`config.mk`:
```
export PLATFORM = sky130hd
export DESIGN_NAME = axis2fifo
export DESIGN_NICKNAME = d
export VERILOG_FILES = /design/src/rtl/axis2fifo_pkg.sv /design/src/rtl/axis2fifo_lane_pack.sv /design/src/rtl/axis2fifo.sv
export SDC_FILE = /design/constraint.sdc
export NUM_CORES = 1
export LEC_CHECK = 0
export ABC_AREA = 1
export CORE_UTILIZATION = 48
export DETAILED_ROUTE_END_ITERATION = 10
export PLACE_DENSITY = 0.76
export SLEW_MARGIN = 20
export SYNTH_ARGS = -nofsm -noshare
export SYNTH_HDL_FRONTEND = slang
export SYNTH_SLANG_ARGS = --single-unit
export TNS_END_PERCENT = 5
```
`constraint.sdc`:
```
create_clock -name S_AXIS_ACLK -period 2 [get_ports S_AXIS_ACLK]
set_input_delay 0.4 -clock S_AXIS_ACLK [delete_from_list [all_inputs] [get_ports S_AXIS_ACLK]]
set_output_delay 0.4 -clock S_AXIS_ACLK [all_outputs]
set_load 0.005 [all_outputs]
```
`src/rtl/axis2fifo_pkg.sv`:
```
// Shared state encoding, lane constants and elaboration helpers for the AXIS-to-FIFO packer.
package axis2fifo_pkg;

    localparam int unsigned LANES        = 4;
    localparam int unsigned IDXW         = 2;
    localparam int unsigned PIX_PER_BEAT = 4;

    typedef enum logic {
        SYNC = 1'b0,
        RUN  = 1'b1
    } state_t;

    function automatic int unsigned bpl_of(input int unsigned pixels_h);
        return pixels_h / PIX_PER_BEAT;
    endfunction

    function automatic bit width_ok(input int unsigned fdw, input int unsigned adw);
        return fdw == LANES * adw;
    endfunction

endpackage

```
`src/rtl/axis2fifo_lane_pack.sv`:
```
// Combinational lane inserter: places one beat into its MSB-first lane, keeps earlier lanes, zeroes later ones.
// With AXIS2FIFO_TSTRB_MASK_EN defined, bytes with a cleared TSTRB bit are written as zero.
module axis2fifo_lane_pack
    import axis2fifo_pkg::*;
#(
    parameter int unsigned DW = 32
) (
    input  logic [LANES*DW-1:0] part,
    input  logic [DW-1:0]       data,
    input  logic [DW/8-1:0]     strb,
    input  logic [IDXW-1:0]     idx,
    output logic [LANES*DW-1:0] word_c
);

    logic [DW-1:0] lane_data;

`ifdef AXIS2FIFO_TSTRB_MASK_EN
    always_comb begin
        lane_data = data;
        for (int b = 0; b < int'(DW / 8); b++) begin
            if (!strb[b]) lane_data[b*8 +: 8] = 8'h00;
        end
    end
`else
    logic strb_unused;
    assign strb_unused = ^strb;
    assign lane_data   = data;
`endif

    // Lanes above idx stay zero, which also provides the zero-fill on an early TLAST.
    always_comb begin
        word_c = '0;
        for (int l = 0; l < int'(LANES); l++) begin
            if (l < int'(idx)) begin
                word_c[(int'(LANES)-1-l)*int'(DW) +: DW] = part[(int'(LANES)-1-l)*int'(DW) +: DW];
            end else if (l == int'(idx)) begin
                word_c[(int'(LANES)-1-l)*int'(DW) +: DW] = lane_data;
            end
        end
    end

endmodule

```
`src/rtl/axis2fifo.sv`:
```
// AXI4-Stream video receiver: packs four 32-bit beats into one FIFO word, tracks line/frame, flags TLAST errors.
// Optional byte masking by TSTRB is enabled with AXIS2FIFO_TSTRB_MASK_EN.
module axis2fifo
    import axis2fifo_pkg::*;
#(
    parameter int unsigned FDW               = 128,
    parameter int unsigned FAW               = 8,
    parameter int unsigned AXIS_DATA_WIDTH   = 32,
    parameter int unsigned PIXELS_HORIZONTAL = 1280,
    parameter int unsigned PIXELS_VERTICAL   = 1024
) (
    input  logic                         S_AXIS_ACLK,
    input  logic                         S_AXIS_ARESETN,
    input  logic                         S_AXIS_TVALID,
    output logic                         S_AXIS_TREADY,
    input  logic [AXIS_DATA_WIDTH-1:0]   S_AXIS_TDATA,
    input  logic [AXIS_DATA_WIDTH/8-1:0] S_AXIS_TSTRB,
    input  logic                         S_AXIS_TLAST,
    output logic                         fwr_vld,
    input  logic                         fwr_rdy,
    output logic [FDW-1:0]               fwr_dout,
    input  logic [FAW:0]                 fwr_cnt,
    output logic [10:0]                  line_cnt,
    output logic                         frame_done,
    output logic                         err_tlast
);

    localparam int unsigned BPL       = bpl_of(PIXELS_HORIZONTAL);
    localparam int unsigned BCW       = (BPL > 1) ? $clog2(BPL) : 1;
    localparam logic [10:0] LINE_LAST = 11'(PIXELS_VERTICAL - 1);

    if (!width_ok(FDW, AXIS_DATA_WIDTH) || (BPL % LANES) != 0) begin : g_cfg_err
        $error("axis2fifo: FDW must be 4*AXIS_DATA_WIDTH and PIXELS_HORIZONTAL/4 a multiple of 4");
    end

    logic clk;
    logic rst_n;
    assign clk   = S_AXIS_ACLK;
    assign rst_n = S_AXIS_ARESETN;

    logic fwr_cnt_unused;
    assign fwr_cnt_unused = ^fwr_cnt;

    state_t            state_q,    state_d;
    logic [IDXW-1:0]   beat_idx_q, beat_idx_d;
    logic [BCW-1:0]    beat_cnt_q, beat_cnt_d;
    logic [FDW-1:0]    part_q,     part_d;
    logic              vld_q,      vld_d;
    logic [FDW-1:0]    dout_q,     dout_d;
    logic [10:0]       line_q,     line_d;
    logic              frame_q,    frame_d;
    logic              err_q,      err_d;
    logic              rdy_en_q;

    logic              stall_c;
    logic              tready_c;
    logic              accept_c;
    logic              cnt_last_c;
    logic              line_end_c;
    logic [FDW-1:0]    word_c;

    // Any committing beat (4th lane or TLAST) waits while the previous word is still pending.
    assign stall_c    = vld_q && !fwr_rdy && ((beat_idx_q == IDXW'(LANES - 1)) || S_AXIS_TLAST);
    assign tready_c   = rdy_en_q && ((state_q == SYNC) || !stall_c);
    assign accept_c   = S_AXIS_TVALID && tready_c;
    assign cnt_last_c = (beat_cnt_q == BCW'(BPL - 1));
    assign line_end_c = S_AXIS_TLAST || cnt_last_c;

    axis2fifo_lane_pack #(
        .DW (AXIS_DATA_WIDTH)
    ) u_lane_pack (
        .part   (part_q),
        .data   (S_AXIS_TDATA),
        .strb   (S_AXIS_TSTRB),
        .idx    (beat_idx_q),
        .word_c (word_c)
    );

    // Next-state and datapath updates.
    always_comb begin
        state_d    = state_q;
        beat_idx_d = beat_idx_q;
        beat_cnt_d = beat_cnt_q;
        part_d     = part_q;
        vld_d      = vld_q && !fwr_rdy;
        dout_d     = dout_q;
        line_d     = line_q;
        frame_d    = 1'b0;
        err_d      = err_q;
        case (state_q)
            SYNC: begin
                if (accept_c && S_AXIS_TLAST) state_d = RUN;
            end
            RUN: begin
                if (accept_c) begin
                    part_d     = word_c;
                    beat_idx_d = S_AXIS_TLAST ? '0 : IDXW'(beat_idx_q + 1'b1);
                    beat_cnt_d = line_end_c ? '0 : BCW'(beat_cnt_q + 1'b1);
                    if ((beat_idx_q == IDXW'(LANES - 1)) || S_AXIS_TLAST) begin
                        vld_d  = 1'b1;
                        dout_d = word_c;
                    end
                    if (S_AXIS_TLAST != cnt_last_c) err_d = 1'b1;
                    if (line_end_c) begin
                        line_d  = (line_q == LINE_LAST) ? '0 : 11'(line_q + 11'd1);
                        frame_d = (line_q == LINE_LAST);
                    end
                end
            end
            default: state_d = SYNC;
        endcase
    end

    always_ff @(posedge clk or negedge rst_n) begin
        if (!rst_n) begin
            state_q    <= SYNC;
            beat_idx_q <= '0;
            beat_cnt_q <= '0;
            part_q     <= '0;
            vld_q      <= 1'b0;
            dout_q     <= '0;
            line_q     <= '0;
            frame_q    <= 1'b0;
            err_q      <= 1'b0;
            rdy_en_q   <= 1'b0;
        end else begin
            state_q    <= state_d;
            beat_idx_q <= beat_idx_d;
            beat_cnt_q <= beat_cnt_d;
            part_q     <= part_d;
            vld_q      <= vld_d;
            dout_q     <= dout_d;
            line_q     <= line_d;
            frame_q    <= frame_d;
            err_q      <= err_d;
            rdy_en_q   <= 1'b1;
        end
    end

    assign S_AXIS_TREADY = tready_c;
    assign fwr_vld       = vld_q;
    assign fwr_dout      = dout_q;
    assign line_cnt      = line_q;
    assign frame_done    = frame_q;
    assign err_tlast     = err_q;

endmodule

```
## Word-level counts from Yosys, hierarchy flattened

Cells that the tools add are included.

| word-level totals | value |
|---|---|
| flip-flop bits (word level) | 283 |
| input bits | 50 |
| output and inout port bits | 143 |

| cells by class | value |
|---|---|
| multiplexer cells | 18 |
| eq/ne operators | 7 |
| reductions and logical operators | 15 |
| add/sub/neg operators | 3 |
| bitwise logic cells | 1 |
| magnitude comparators | 3 |

Operator list:

| operator | number |
|---|---|
| $mux W32 | 7 |
| $add A11 B1 Y11 const B | 1 |
| $eq A11 B10 Y1 const B | 1 |
| $mux W11 | 1 |
| $add A9 B1 Y9 const B | 1 |
| $eq A9 B9 Y1 const B | 1 |
| $mux W9 | 1 |
| $reduce_and A3 Y1 | 3 |
| $mux W1 | 8 |
| $logic_and A1 B1 Y1 | 5 |
| $eq A2 B2 Y1 const A | 2 |
| $lt A1 B2 Y1 const A | 2 |
| $logic_or A1 B1 Y1 | 3 |
| $add A2 B1 Y2 const B | 1 |
| $eq A1 B2 Y1 const A | 1 |
| $eq A2 B2 Y1 const B | 1 |
| $logic_not A1 Y1 | 2 |
| $logic_not A2 Y1 | 1 |
| $lt A2 B2 Y1 const A | 1 |
| $mux W2 | 1 |
| $reduce_and A2 Y1 | 1 |
| $ne A1 B1 Y1 | 1 |
| $not A1 Y1 | 1 |

## Depth between registers and ports, before layout

Gate-level depths: netlist of run 1.

| logic depth | value |
|---|---|
| word-level depth | 10 |
| depth in mapped cells | 11 |
| depth with buffers taken out | 10 |

## By module

A second synthesis of run 1 with hierarchy kept.

| unflattened totals | value |
|---|---|
| cells, all modules | 1,677 |
| area total of the unflattened synthesis | 12,724.7 µm² |

By module, submodules not included:

| module | seq. area each (µm²) | times used | area each (µm²) | cells each |
|---|---|---|---|---|
| axis2fifo | 7,081.8 | 1 | 11,044.3 | 1,284 |
| axis2fifo_lane_pack | 0.0 | 1 | 1,680.4 | 393 |

## Worst setup path before layout of run 1

No wires, ideal clock.

| timing path | value |
|---|---|
| path type | flip-flop to flip-flop |
| start | reg beat_idx_q[1] |
| end | reg dout_q[105] (netlist: fwr_dout[105]) |
| period minus slack after synthesis | 2,011 ps |
| stages on the path, launching flop included | 11 |
| buffers on the path | 3 |
| library setup time | 123 ps |
| data arrival time | 1,888 ps |
| required time | 1,877 ps |
| setup slack | -11 ps |
| cell sequence | dfrtp_1 clkinv_1 clkbuf_1 ha_1 clkbuf_1 clkbuf_1 nand2_1 o21ai_0 inv_1 nand2_1 nand2_1 |

| on the way | value |
|---|---|
| word-level cells in the longest chain between the ends | 8 |
| elaborated cells between the ends (all ways) | 12 |
| classes of those cells | 1 x order compare; 1 x eq/ne; 2 x mux; 8 x reduce/logical |

Ends and longest elaborated chain:

| item | RTL line | text |
|---|---|---|
| start, declared | axis2fifo.sv:45 | `logic [IDXW-1:0] beat_idx_q, beat_idx_d;` |
| start signal, assigned | axis2fifo.sv:128 | `beat_idx_q <= beat_idx_d;` |
| $eq A2 B2 Y1 | axis2fifo.sv:63, axis2fifo.sv:99 |  |
| $logic_or A1 B1 Y1 | axis2fifo.sv:63, axis2fifo.sv:99 |  |
| $logic_and A1 B1 Y1 | axis2fifo.sv:63 | `assign stall_c = vld_q && !fwr_rdy && ((beat_idx_q == IDXW'(LANES - 1)) \|\| S_AXIS_TLAST);` |
| $logic_not A1 Y1 | axis2fifo.sv:64 | `assign tready_c = rdy_en_q && ((state_q == SYNC) \|\| !stall_c);` |
| $logic_or A1 B1 Y1 | axis2fifo.sv:64 |  |
| $logic_and A1 B1 Y1 | axis2fifo.sv:64 |  |
| $logic_and A1 B1 Y1 | axis2fifo.sv:65 | `assign accept_c = S_AXIS_TVALID && tready_c;` |
| $reduce_and A3 Y1 (no source line) | -- |  |
| end signal, assigned | axis2fifo.sv:132 | `dout_q <= dout_d;` |
| end, declared | axis2fifo.sv:49 | `logic [FDW-1:0] dout_q, dout_d;` |

Parallel ways exist; a longest one is shown, timed or not.
A chain may end at the register's enable or synchronous reset.

## Worst setup path after layout of run 1

| timing path | value |
|---|---|
| start | reg beat_idx_q[1] |
| end | out S_AXIS_TREADY |

| on the way | value |
|---|---|
| word-level cells in the longest chain between the ends | 6 |

Ends and longest elaborated chain:

| item | RTL line | text |
|---|---|---|
| $eq A2 B2 Y1 | axis2fifo.sv:63 |  |
| $logic_or A1 B1 Y1 | axis2fifo.sv:63 |  |
| $logic_and A1 B1 Y1 | axis2fifo.sv:63 |  |
| $logic_not A1 Y1 | axis2fifo.sv:64 |  |
| $logic_or A1 B1 Y1 | axis2fifo.sv:64 |  |
| $logic_and A1 B1 Y1 | axis2fifo.sv:64 |  |
| end, declared | axis2fifo.sv:15 | `output logic S_AXIS_TREADY,` |

No other way between the ends.

==> results of run 1 <==
[metrics by stage]
| stage | setup TNS, ps | cells | worst slack, ps |
|---|---|---|---|
| after CTS | 0 | 1964 | 12.3 |
| after detailed placement | -10850 | 1910 | -137 |
| after global routing | -61.7 | 1965 | -61.4 |
| after floorplan | -6.85 | 1448 | -6.85 |
| final | 0 | 1965 | 23.0 |
| after global placement | -8160 | 1910 | -160 |
[how the worst min path moves through the flow]
stage | to | start | slack (ps)
6_report | beat_cnt_q[3]$_DFFE_PN0P_ | S_AXIS_ARESETN | 330
5_1_grt | beat_idx_q[0]$_DFFE_PN0P_ | S_AXIS_ARESETN | 370
4_1_cts | fwr_dout[114]$_DFFE_PN0P_ | S_AXIS_ARESETN | 330
3_5_place_dp | beat_cnt_q[7]$_DFFE_PN0P_ | S_AXIS_ARESETN | 290
3_3_place_gp | beat_cnt_q[7]$_DFFE_PN0P_ | S_AXIS_ARESETN | 290
2_1_floorplan | beat_cnt_q[0]$_DFFE_PN0P_ | S_AXIS_ARESETN | 100
[kinds of logic (layout without fill, tap and decap cells)]
logic type,count (synthesis),in the layout
fa+ha+maj,7,7
xor+xnor,2,2
simple gates,688,688
flops,251,251
buf+inv,219,417
other cells,1,1
compound gates,280,280
[metal layers]
| layer | GRT usage, % | wire, um |
|---|---|---|
| met2 | 42.0 | 14800 |
| met1 | 37.4 | 14400 |
| met4 | 9.52 | 947 |
| met3 | 4.43 | 2530 |
| met5 | 0 | 0 |
[timing repair]
action | CTS | global route
gates resized for setup | 6 | 19
endpoints found under the setup margin | 1 | 63
hold endpoints to repair | 28 | 0
cloned | 0 | 1
setup buffers | 6 | 0
pin swaps | 1 | 0
hold buffers | 1 | 0
[report_power, final]
group,total (W),switching (W),internal [W]
sequential,0.00743,0.000878,0.00655
clock,0.00509,0.00207,0.00302
combinational,0.00578,0.00299,0.00280
[area by class of cell]
class	instances	area [sq um]
repair buffers	241	2580
fillers	1959	8470
well taps	319	399
inverters	129	485
clock buffers	32	703
clock inverters	15	194
multi-input cells	978	4360
flip-flops and latches	251	6280
[synthesized netlist by cell type, types with 2 or more instances]
master | count | share of area (%)
nand2_2 | 2 | 0.11
nor2_2 | 2 | 0.11
buf_4 | 9 | 0.59
nor2_1 | 25 | 0.81
nand4_1 | 3 | 0.16
o21ai_2 | 10 | 0.76
o21ai_0 | 215 | 9.3
a21oi_1 | 4 | 0.17
buf_6 | 3 | 0.29
nor2_4 | 2 | 0.20
nand2_1 | 570 | 19
buf_2 | 21 | 0.91
inv_1 | 126 | 4.1
nand3_1 | 51 | 2.2
ha_1 | 7 | 0.76
buf_1 | 4 | 0.13
o21ai_1 | 47 | 2.0
and2_0 | 5 | 0.27
and2_1 | 26 | 1.4
xor2_1 | 2 | 0.15
inv_2 | 2 | 0.065
dfrtp_1 | 251 | 55
clkbuf_1 | 53 | 1.7
[registers in the layout, summed over array words and instances (netlist names)]
name,count
fwr_dout,128
part_q,96
line_cnt,11
beat_cnt_q,9
beat_idx_q,2
err_tlast,1
frame_done,1
fwr_vld,1
rdy_en_q,1
state_q,1
[cell usage in the layout, fill, tap and decap left out, types with 26 or more instances in the layout]
master and count:
nand2_1 569, dfrtp_1 251, o21ai_0 201, clkdlybuf4s50_1 177
inv_1 126, o21ai_1 60, nand3_1 51, buf_4 35
clkbuf_16 27, and2_1 26
==> results by group, run 1 <==
Global route
  – GRT Resource Usage Total: 26.7%
  – First-pass GRT wire length: 51300 um
  – Pin count of the biggest net entering global routing: 70
  – Initial antenna violation count: 0
  – Via count of the first global-routing pass: roughly 9800
  – Total congestion overflow: 0

Run status
  – Status: finished, final reports clean

Power and ir drop
  – Power Dens Cells: between 1000 and 1500 nW/um^2
  – Leakage power: 7.62 nW
  – Peak supply drop: around 850 uV
  – Power Total: approximately 0.018 W

Layout
  – Core Util, Final: 63.9%
  – Area Overhead vs Synth: 30.2%
  – Final net count: around 1700
  – Diode count: 0
  – Cell area after layout: 15000 sq um
  – Proportion of layout cells with a drive suffix above 1: roughly 8%

Drt
  – Routed via count: just over 10000
  – DR WL/cell: 16.6 um
  – Routed wire length: approximately 33000 um
  – DRT iter0 DRCs: 854
  – ANT nets after route: 0
  – DRT Pass-1 Iters: 5
  – Residual DRC count: 0
  – Routed vias/inst: roughly 5.2

Critical path
  – Worst flop-to-flop path endpoint: fwr_dout[32]$_DFFE_PN0P_
  – Reg2Reg Depth: 12
  – Crit-path leading delay family: flip-flops
  – CP endpoint: S_AXIS_TREADY
  – Slowest stage cell, crit path: dfrtp_1
  – Worst path arrival time: around 1600 ps
  – Worst Path Required: 1600 ps
  – Worst path depth: 7
  – CP Cell Sequence: ha_2 > inv_2 > nand2_2 > nand2_2 > inv_1 > a21boi_1 > buf_2
  – RR Startpoint: beat_idx_q[1]$_DFFE_PN0P_
  – Critical Path Max Stage Delay: 380 ps
  – Critical Path Most Common Cell: nand2_2
  – Crit. End Element: output port
  – CP startpoint: beat_idx_q[1]$_DFFE_PN0P_
  – R2R Setup Slk: ~60 ps
  – Worst-path fanout max: 2
  – Crit Path Class: reg -> out
  – Crit start category: register
  – Buffers and inverters on the worst path: 3

Clock network
  – Max Root-Sink Buffers: 3
  – Worst-path clk slew: 60 ps
  – Clock Tree Root: clkbuf_16
  – Inserted Clock Buffers: 26
  – CTS sink cnt: roughly 250
  – Later-pin clock latency in the skew report: 540 ps
  – CTS tree: built
  – H-tree Lvls: 1

Logic synthesis
  – Adder-Cell Fraction of Synth Area: 0.760%
  – Number of synthesized flops with an enable pin: 0
  – Ys async rst share: 100%
  – Synthesized area: 11500 sq um
  – Post-Synth XOR/XNOR Area: 0.152%
  – Post-Syn Instances: 1448
  – Ys Warns: 0
  – Mapped Nets: 1505
  – Netlist cell types: 31
  – Mean Syn Cell Area: 7.96 sq um
  – Main combinational cell family by area after synthesis: simple AND/OR/NAND/NOR gates
  – Yosys reg bits: 251
  – Register area share after synthesis: 54.5%
  – Multiplexer share of the synthesized area: 0%
  – Predominant post-synthesis flop cell: dfrtp_1
  – Complex-gate fraction of the synthesized area: between 10% and 20%
  – Post-Synth Simple-Gate Area: 24.1%

Floorplan
  – Std-Cell Rows: 56
  – Number of I/O pins: 193
  – Chip Height: 157 um
  – Starting Density: between 40 and 50%
  – Floorplan core area: 23500 sq um
  – Die W: 157 um
  – DIE AREA: 24600 sq um

STA
  – Worst Clk Skew: approximately 13 ps
  – Hold Fails Final Rpt: 0
  – Final min period: ~2000 ps
  – RSZ-0062 raised after global routing: yes
  – Slew Viols, Final: 0
  – Final cycle utilization of the critical path: a little over nine tenths
  – Final hold slack: 328 ps
  – Final setup viols: 0
  – Max Fclk: 506 MHz

Job
  – Maxcap violations: 0

Min path
  – Hold Path Class: in -> async

Placed design
  – # port buffers: 179
  – Routability Congestion: 0.810
  – Post-DP HPWL: 21800 um
  – Area after DPL: 14000 sq um
Note: power is estimated with default switching activity, not from simulation.
==> run 2, diff against run 1 <==
--- a/config.mk
+++ b/config.mk
@@ -7,6 +7,7 @@
 export LEC_CHECK = 0
 export ABC_AREA = 1
 export CORE_UTILIZATION = 48
+export CTS_CLUSTER_SIZE = 25
 export DETAILED_ROUTE_END_ITERATION = 10
 export PLACE_DENSITY = 0.76
 export SLEW_MARGIN = 20
==> results of run 2 <==
The final DEF is identical to that of run 1; final timing and power are the same.
